[src/rtl/uart_rx_cmd_ctrl.sv]
// Command-frame controller behind the UART receiver: parses write/read frames,
// drives the register-file port, returns read data to the transmitter and counts frame errors.
module uart_rx_cmd_ctrl #(
    parameter int unsigned      WIDTH         = 8,
    parameter int unsigned      ADDR_WIDTH    = 4,
    parameter int unsigned      TIMEOUT_WIDTH = 16,
    parameter logic [WIDTH-1:0] WR_CMD        = 8'hAA,
    parameter logic [WIDTH-1:0] RD_CMD        = 8'hBB
) (
    input  logic                     CLK,
    input  logic                     RST,
    input  logic [WIDTH-1:0]         RX_P_DATA,
    input  logic                     RX_D_VLD,
    input  logic                     RX_PAR_ERR,
    input  logic                     RX_STP_ERR,
    input  logic [TIMEOUT_WIDTH-1:0] Timeout,
    output logic [ADDR_WIDTH-1:0]    RF_Addr,
    output logic [WIDTH-1:0]         RF_WrData,
    output logic                     RF_WrEn,
    output logic                     RF_RdEn,
    input  logic [WIDTH-1:0]         RF_RdData,
    input  logic                     RF_RdData_Valid,
    output logic [WIDTH-1:0]         TX_P_DATA,
    output logic                     TX_D_VLD,
    input  logic                     TX_Busy,
    output logic                     Frame_Err,
    output logic [7:0]               Err_Cnt,
    output logic                     Busy
);

    typedef enum logic [2:0] {
        IDLE,
        WR_ADDR,
        WR_DATA,
        RD_ADDR,
        RD_WAIT,
        TX_SEND
    } state_t;

    state_t                   state, state_nxt;
    logic [TIMEOUT_WIDTH-1:0] tmo_cnt;
    logic                     rx_byte, rx_err, tmo_hit;
    logic                     fe_nxt, wr_stb, rd_stb, tx_stb;
    logic                     addr_ld, wdata_ld, tx_ld, cnt_clr, cnt_inc;

    assign rx_byte = RX_D_VLD;
    assign rx_err  = RX_PAR_ERR | RX_STP_ERR;
    assign tmo_hit = (Timeout != '0) && (tmo_cnt == Timeout);

    always_comb begin
        state_nxt = state;
        fe_nxt    = 1'b0;
        wr_stb    = 1'b0;
        rd_stb    = 1'b0;
        tx_stb    = 1'b0;
        addr_ld   = 1'b0;
        wdata_ld  = 1'b0;
        tx_ld     = 1'b0;
        cnt_clr   = 1'b0;
        cnt_inc   = 1'b0;
        case (state)
            IDLE: begin
                if (rx_err) begin
                    fe_nxt = 1'b1;
                end else if (rx_byte) begin
                    if (RX_P_DATA == WR_CMD) begin
                        state_nxt = WR_ADDR;
                        cnt_clr   = 1'b1;
                    end else if (RX_P_DATA == RD_CMD) begin
                        state_nxt = RD_ADDR;
                        cnt_clr   = 1'b1;
                    end else begin
                        fe_nxt = 1'b1;
                    end
                end
            end
            WR_ADDR, WR_DATA, RD_ADDR: begin
                // err beats a simultaneous byte; an accepted byte beats the timeout
                if (rx_err) begin
                    fe_nxt    = 1'b1;
                    state_nxt = IDLE;
                end else if (rx_byte) begin
                    if (state == WR_ADDR) begin
                        addr_ld   = 1'b1;
                        state_nxt = WR_DATA;
                        cnt_clr   = 1'b1;
                    end else if (state == WR_DATA) begin
                        wdata_ld  = 1'b1;
                        wr_stb    = 1'b1;
                        state_nxt = IDLE;
                    end else begin
                        addr_ld   = 1'b1;
                        rd_stb    = 1'b1;
                        state_nxt = RD_WAIT;
                        cnt_clr   = 1'b1;
                    end
                end else if (tmo_hit) begin
                    fe_nxt    = 1'b1;
                    state_nxt = IDLE;
                end else begin
                    cnt_inc = 1'b1;
                end
            end
            RD_WAIT: begin
                // errors and overruns here are counted but never abort the read
                if (rx_err || rx_byte) fe_nxt = 1'b1;
                if (RF_RdData_Valid) begin
                    tx_ld     = 1'b1;
                    state_nxt = TX_SEND;
                end else if (tmo_hit) begin
                    fe_nxt    = 1'b1;
                    state_nxt = IDLE;
                end else begin
                    cnt_inc = 1'b1;
                end
            end
            TX_SEND: begin
                if (rx_err || rx_byte) fe_nxt = 1'b1;
                if (!TX_Busy) begin
                    tx_stb    = 1'b1;
                    state_nxt = IDLE;
                end
            end
            default: state_nxt = IDLE;
        endcase
    end

    always_ff @(posedge CLK or negedge RST) begin
        if (!RST) begin
            state     <= IDLE;
            tmo_cnt   <= '0;
            RF_Addr   <= '0;
            RF_WrData <= '0;
            RF_WrEn   <= 1'b0;
            RF_RdEn   <= 1'b0;
            TX_P_DATA <= '0;
            TX_D_VLD  <= 1'b0;
            Frame_Err <= 1'b0;
            Err_Cnt   <= '0;
            Busy      <= 1'b0;
        end else begin
            state     <= state_nxt;
            RF_WrEn   <= wr_stb;
            RF_RdEn   <= rd_stb;
            TX_D_VLD  <= tx_stb;
            Frame_Err <= fe_nxt;
            // Busy stays up through the final strobe cycle and drops right after it
            Busy      <= (state_nxt != IDLE) | wr_stb | tx_stb;
            if (cnt_clr) begin
                tmo_cnt <= '0;
            end else if (cnt_inc) begin
                tmo_cnt <= tmo_cnt + TIMEOUT_WIDTH'(1);
            end
            if (addr_ld)  RF_Addr   <= RX_P_DATA[ADDR_WIDTH-1:0];
            if (wdata_ld) RF_WrData <= RX_P_DATA;
            if (tx_ld)    TX_P_DATA <= RF_RdData;
            if (fe_nxt && (Err_Cnt != 8'hFF)) Err_Cnt <= Err_Cnt + 8'd1;
        end
    end

endmodule

[config.mk]
export PLATFORM = sky130hd
export DESIGN_NAME = uart_rx_cmd_ctrl
export DESIGN_NICKNAME = d
export VERILOG_FILES = /design/src/rtl/uart_rx_cmd_ctrl.sv
export SDC_FILE = /design/constraint.sdc
export NUM_CORES = 1
export LEC_CHECK = 0
export CAP_MARGIN = 30
export CORE_UTILIZATION = 38
export CTS_CLUSTER_SIZE = 30
export DETAILED_ROUTE_END_ITERATION = 16
export GPL_ROUTABILITY_DRIVEN = 0
export MAX_ROUTING_LAYER = met4
export PLACE_DENSITY = 0.65
export SLEW_MARGIN = 20
export SYNTH_ARGS = -nofsm -noshare
export SYNTH_HDL_FRONTEND = slang
export SYNTH_SLANG_ARGS = --single-unit
[constraint.sdc]
create_clock -name CLK -period 3 [get_ports CLK]
set_input_delay 0.6 -clock CLK [delete_from_list [all_inputs] [get_ports CLK]]
set_output_delay 0.6 -clock CLK [all_outputs]
set_load 0.02 [all_outputs]
# After elaboration in Yosys (flattened, before gate mapping)
# Index checks and enable logic that the tools add are counted.
[totals]
inputBits = 39
regBits = 52
word_cells = 86
output_inout_bits = 33
[op_classes]
bitwise_logic = 3
n_eq_ne = 9
mux = 53
addsub = 2
reduce_logical = 8
[ops]
columns = ["operator", "count"]
rows = [
  ["1-bit 2-to-1 mux", 36],
  ["3-bit 2-to-1 mux", 11],
  ["16-bit 2-to-1 mux", 2],
  ["16-bit by 1-bit adder with 16-bit output, second input constant", 1],
  ["16-bit == test", 1],
  ["8-bit == test, second input constant", 2],
  ["16-bit nonzero test", 1],
  ["3-bit one-hot mux with 4 select lines", 1],
  ["8-bit by 1-bit adder with 8-bit output, second input constant", 1],
  ["8-bit inequality test, second input constant", 1],
  ["3-bit by 2-bit == test with 1-bit output, second input constant", 2],
  ["3-bit == test, second input constant", 2],
  ["1-bit one-hot mux with 2 select lines", 2],
  ["1-bit one-hot mux with 4 select lines", 1],
  ["3-bit by 1-bit == test with 1-bit output, second input constant", 1],
  ["3-bit zero test", 1],
  ["1-bit bitwise OR", 3],
  ["3-bit nonzero test", 1],
  ["3-bit OR reduction", 1],
  ["1-bit logical AND", 2],
  ["2-bit nonzero test", 1],
  ["1-bit logical OR", 1],
]

# Longest topological paths before layout
[logic_depth]
word_depth = 9
ltp_mapped = 7
depth_no_buf = 7

# Least setup slack after synthesis
# Ideal clock, no wire load.
[synth_path]
path_kind = "input to register"
start = "in RX_D_VLD"
end = "reg tmo_cnt[12]"
path_stages = 6
setup_ps = 120
n_path_buf = 0
slack_ps = 668
required_time_ps = 2880
arrival_ps = 2212
path_cell_list = "or4_4 o22a_4 or4_1 a21oi_2 xnor2_1 nor2_2"
[synth_between]
elab_chain_cells = 4
elab_cells_between_ends = 10
cone_classes = "9 x mux; 1 x reduce/logical"
[synth_lines]
columns = ["item", "line_no", "text"]
rows = [
  ["from (decl)", "13", "input logic RX_D_VLD,"],
  ["1-bit 2-to-1 mux, on equally long branches", "82, 65", ""],
  ["1-bit 2-to-1 mux, on equally long branches", "79, 63", ""],
  ["1-bit one-hot mux with 2 select lines", "61", "case (state)"],
  ["16-bit 2-to-1 mux / 2-bit nonzero test (equally long branches)", "-", ""],
  ["to (signal assigned)", "152", "tmo_cnt <= tmo_cnt + TIMEOUT_WIDTH'(1);"],
  ["to (decl)", "41", "logic [TIMEOUT_WIDTH-1:0] tmo_cnt;"],
]
# Several ways; a longest one is shown, not always the timed one.
# A chain may end at the register's enable or synchronous reset.

# Final worst setup path
[layout_path]
start = "in RX_D_VLD"
end = "reg tmo_cnt[8]"
# Same word-level chain as after synthesis.

==> PnR_summary.wiki <==
{| class="wikitable"
! Metric !! Value
|-
| First DRT Iteration DRCs || roughly 120
|-
| Final hold vios || 0
|-
| Flip-flop and latch count after synthesis || between 50 and 60
|-
| Yosys top cell by area || dfrtp_1
|-
| Critical-path top delay cell || or4_4
|-
| Share of synthesized area occupied by flip-flops and latches || 0.478
|-
| Clock root cell || clkbuf_8
|-
| Post-route DRC || 0
|-
| FF-to-FF setup slack || 0.58 ns
|-
| CTS Buf Count || 5
|-
| Maximum number of pins on one net before global-route repair || 28
|-
| Share of flip-flops with an asynchronous set or reset || 1.00
|-
| Initial Utilization || 0.396
|-
| Clock transition at the registers of the reported paths || roughly 0.1 ns
|-
| Total half-perimeter wirelength after legalization and detailed placement || between 4000 and 5000 um
|-
| Hold WC Path Type || in2async
|-
| Worst-path maximum fanout || 9
|-
| Design Area, Final || approximately 0.0037 mm2
|-
| TritonRoute pass-1 iters || 5
|-
| Largest clock skew in the final design || 0.00817 ns
|-
| DIE AREA || ~0.0075 mm2
|-
| P per Cell Area || a little over 700 mW/mm2
|-
| Total of warnings raised by yosys || 0
|-
| Wire length reported by the detailed router || roughly 6500 um
|-
| Stage delay of the slowest cell on the critical path || about 0.54 ns
|-
| Arrival time reported for the critical path endpoint || 2.82 ns
|-
| Ant diodes || 0
|-
| Antenna violations before repair || 0
|-
| Tcrit/Tclk final || 0.867
|-
| Count of mapped cells out of synthesis || 260
|-
| IO Pins || ~70
|-
| Startpoint class of the critical path || primary input
|-
| Average wire per cell in the routed design || roughly 15 um
|-
| Post-layout min period || between 2 and 3 ns
|-
| Clock network fraction of total power || 0.162
|-
| Reg power frac || 0.453
|-
| Core region area || 0.00687 mm2
|-
| Reg2reg start || state[2]
|-
| IR Drop Worst-Case VDD || 0.000455 V
|-
| Vias || roughly 2.3k
|-
| Measured slew at the worst slew-check pin || between 0.6 and 0.7 ns
|-
| RSZ-0062 raised after global routing || false
|-
| Status || finished, final reports clean
|-
| # nets final || between 300 and 400
|-
| GRT Overall Usage || 0.190
|-
| Final hold slack || between 0.3 and 0.4 ns
|-
| IO Port Bufs || 71
|-
| Leading cell types by total area after synthesis || dfrtp_1 48%, mux2_2 8.3%, xor2_1 6.8%
|-
| Net Count, Synth || about 300
|-
| Area share of the largest cell type after synthesis || 0.478
|-
| Hold-fix buffers, CTS || 0
|-
| Met3 track demand over resource in global routing || 0.0333
|-
| Kind of end point of the critical path || register
|-
| Switching share of total power || 0.368
|-
| Synthesized area per cell || between 10 and 15 um2
|-
| Source of the critical timing path || RX_D_VLD
|-
| Clock net sink count || 52
|-
| Worst r2r path cells || 5
|-
| Core utilization of the finished layout || 0.537
|-
| Post-synthesis cell area || roughly 0.0027 mm2
|-
| Max frequency || roughly 380 MHz
|-
| Setup_tns || 0 ns
|-
| Most Used Layer, Global Route || met2
|-
| Reg2reg end || tmo_cnt[8]
|-
| Leakage power summed over all cells || roughly 1.5 nW
|-
| Congestion Overflow GR || 0
|-
| EDFF count, synth || 0
|-
| Comb pwr share || 0.384
|-
| Number of rows created at floorplan || 30
|-
| Slew Limit Headroom || 0.539
|-
| Buffers inserted during post-CTS setup optimization || 0
|-
| Wire length of the first global-routing pass || roughly 11000 um
|-
| Total of cells resized after clock tree synthesis || 0
|-
| Post-Place Cell Area || 0.00359 mm2
|-
| Required time of the critical path || 3.22 ns
|-
| H-tree depth || 2
|-
| GR Util met1 || 0.255
|-
| Most used flip-flop cell after synthesis || dfrtp_1
|-
| CTS tree || yes
|-
| Number of global-route vias before repair || between 2k and 2.5k
|-
| Antenna viol nets, final || 0
|-
| Post-DR vias/cell || 5.17
|-
| Fraction of final layout cells with drive strength greater than 1 || 0.135
|-
| Buffers from clock root to sink, at most || 2
|-
| Setup-failing EPs final || 0
|-
| Final-report max-slew violation count || 0
|-
| Area delta synth->final || 35.5%
|-
| Ordered cell list for the critical path || clkdlybuf4s50_1, or4_4, o22ai_1, o21ai_1, or4_1, a21oi_1
|-
| Internal power summed over all cells || about 1.7 mW
|-
| Max capacitance violation total || 0
|-
| Switching Power || ~0.96 mW
|-
| Die height || roughly 87 um
|-
| Floorplan die width || between 80 and 90 um
|-
| Class of the most critical setup path || in2reg
|-
| Post-synthesis cell type count || roughly 50
|-
| Met2 demand-to-capacity share in global routing || 0.302
|-
| Clk Latency, worst-skew pair || approximately 0.3 ns
|}
[flip-flops by register name, summed over array words and instances (netlist names), 3 cells and up]
name / cells
tmo_cnt: 16
Err_Cnt: 8
RF_WrData: 8
TX_P_DATA: 8
RF_Addr: 4
state: 3
[power by group through the flow]
stage          Combinational [mW]  Sequential, mW  Clock (mW)
2_1_floorplan               0.408            1.30           0
3_3_place_gp                0.995            1.19           0
3_5_place_dp                 1.01            1.19           0
4_1_cts                      1.01            1.18       0.441
5_1_grt                      1.09            1.23       0.466
6_report                     1.01            1.19       0.425
[worst max-delay path, delay by kind of cell]
family          cells  cell delay (ns)
simple gates        2             1.06
buf+inv             1             0.43
compound gates      3             0.73
[metal layers]
| layer | wire length [um] | up-vias |
|---|---|---|
| met2 | 3090 | 63 |
| met5 | 0 | - |
| met1 | 3050 | 1079 |
| met4 | 55 | 0 |
| li1 | - | 1108 |
| met3 | 298 | 9 |
[synthesized netlist by cell type (all sizes together), types with 2 or more instances]
library cell  number
nor4              11
o21a               3
nor4b              2
ha                 2
nand2             27
nand3              8
and3               4
dfrtp             52
and2               2
or4                6
mux2i              2
or3                4
inv                7
o21ai             17
clkbuf             3
nand4              5
o22ai              3
a22oi              2
a31o               2
a21oi              5
xnor2              6
nor3               6
mux2              23
nor2              12
nor2b              2
a31oi              2
nand2b             4
o31ai              2
buf                2
xor2              21
o211ai             3
[cell usage in the layout (no fill, tap or decap), types with 4 or more instances in the layout]
cell type and count:
clkdlybuf4s50_1 70, and3_1 4, buf_4 6, clkbuf_8 6, nor2_1 11, nor3_1 5, nand4_1 5, xnor2_1 6
dfrtp_1 52, or4_1 5, mux2_2 20, a21oi_1 4, nand2_1 27, nor4_1 11, inv_1 7, nand3_1 8
o21ai_0 13, xor2_1 21, or3_1 4, nand2b_1 4
[metrics by stage]
step,total power [mW],setup WS (ns),instances
floorplan,1.71,0.668,260
global placement,2.18,0.155,429
detailed placement,2.20,0.124,429
CTS,2.64,0.452,437
global route,2.79,0.298,437
finish,2.62,0.400,437
[worst max-delay path by stage]
stage | end | slack, ns | cells past startpoint
after global placement | Err_Cnt[7] | 0.16 | 7
after global routing | Err_Cnt[7] | 0.30 | 7
after CTS | tmo_cnt[8] | 0.45 | 6
after floorplan | tmo_cnt[12] | 0.67 | 6
final | tmo_cnt[8] | 0.40 | 6
after detailed placement | Err_Cnt[7] | 0.12 | 7
[cell type report]
type / count / area [um2]
Clock buffer: 6 / 82.6
Multi-Input combinational cell: 196 / 1370
Tap cell: 96 / 120
Timing Repair Buffer: 78 / 771
Clock inverter: 2 / 13.8
Sequential cell: 52 / 1300
Fill cell: 627 / 3180
Inverter: 7 / 26.3
[logic make-up (layout without fill, tap and decap cells)]
logic type / after synthesis / in the layout / share of synthesized area
AND/OR/NAND/NOR: 98 / 98 / 0.197
flip-flops: 52 / 52 / 0.478
AO/OA/AOI/OAI: 44 / 44 / 0.109
XOR/XNOR: 27 / 27 / 0.0869
multiplexers: 25 / 25 / 0.103
buffers and inverters: 12 / 93 / 0.0175
adder cells (fa/ha/maj): 2 / 2 / 0.00919
Note: power is estimated with default switching activity, not from simulation.
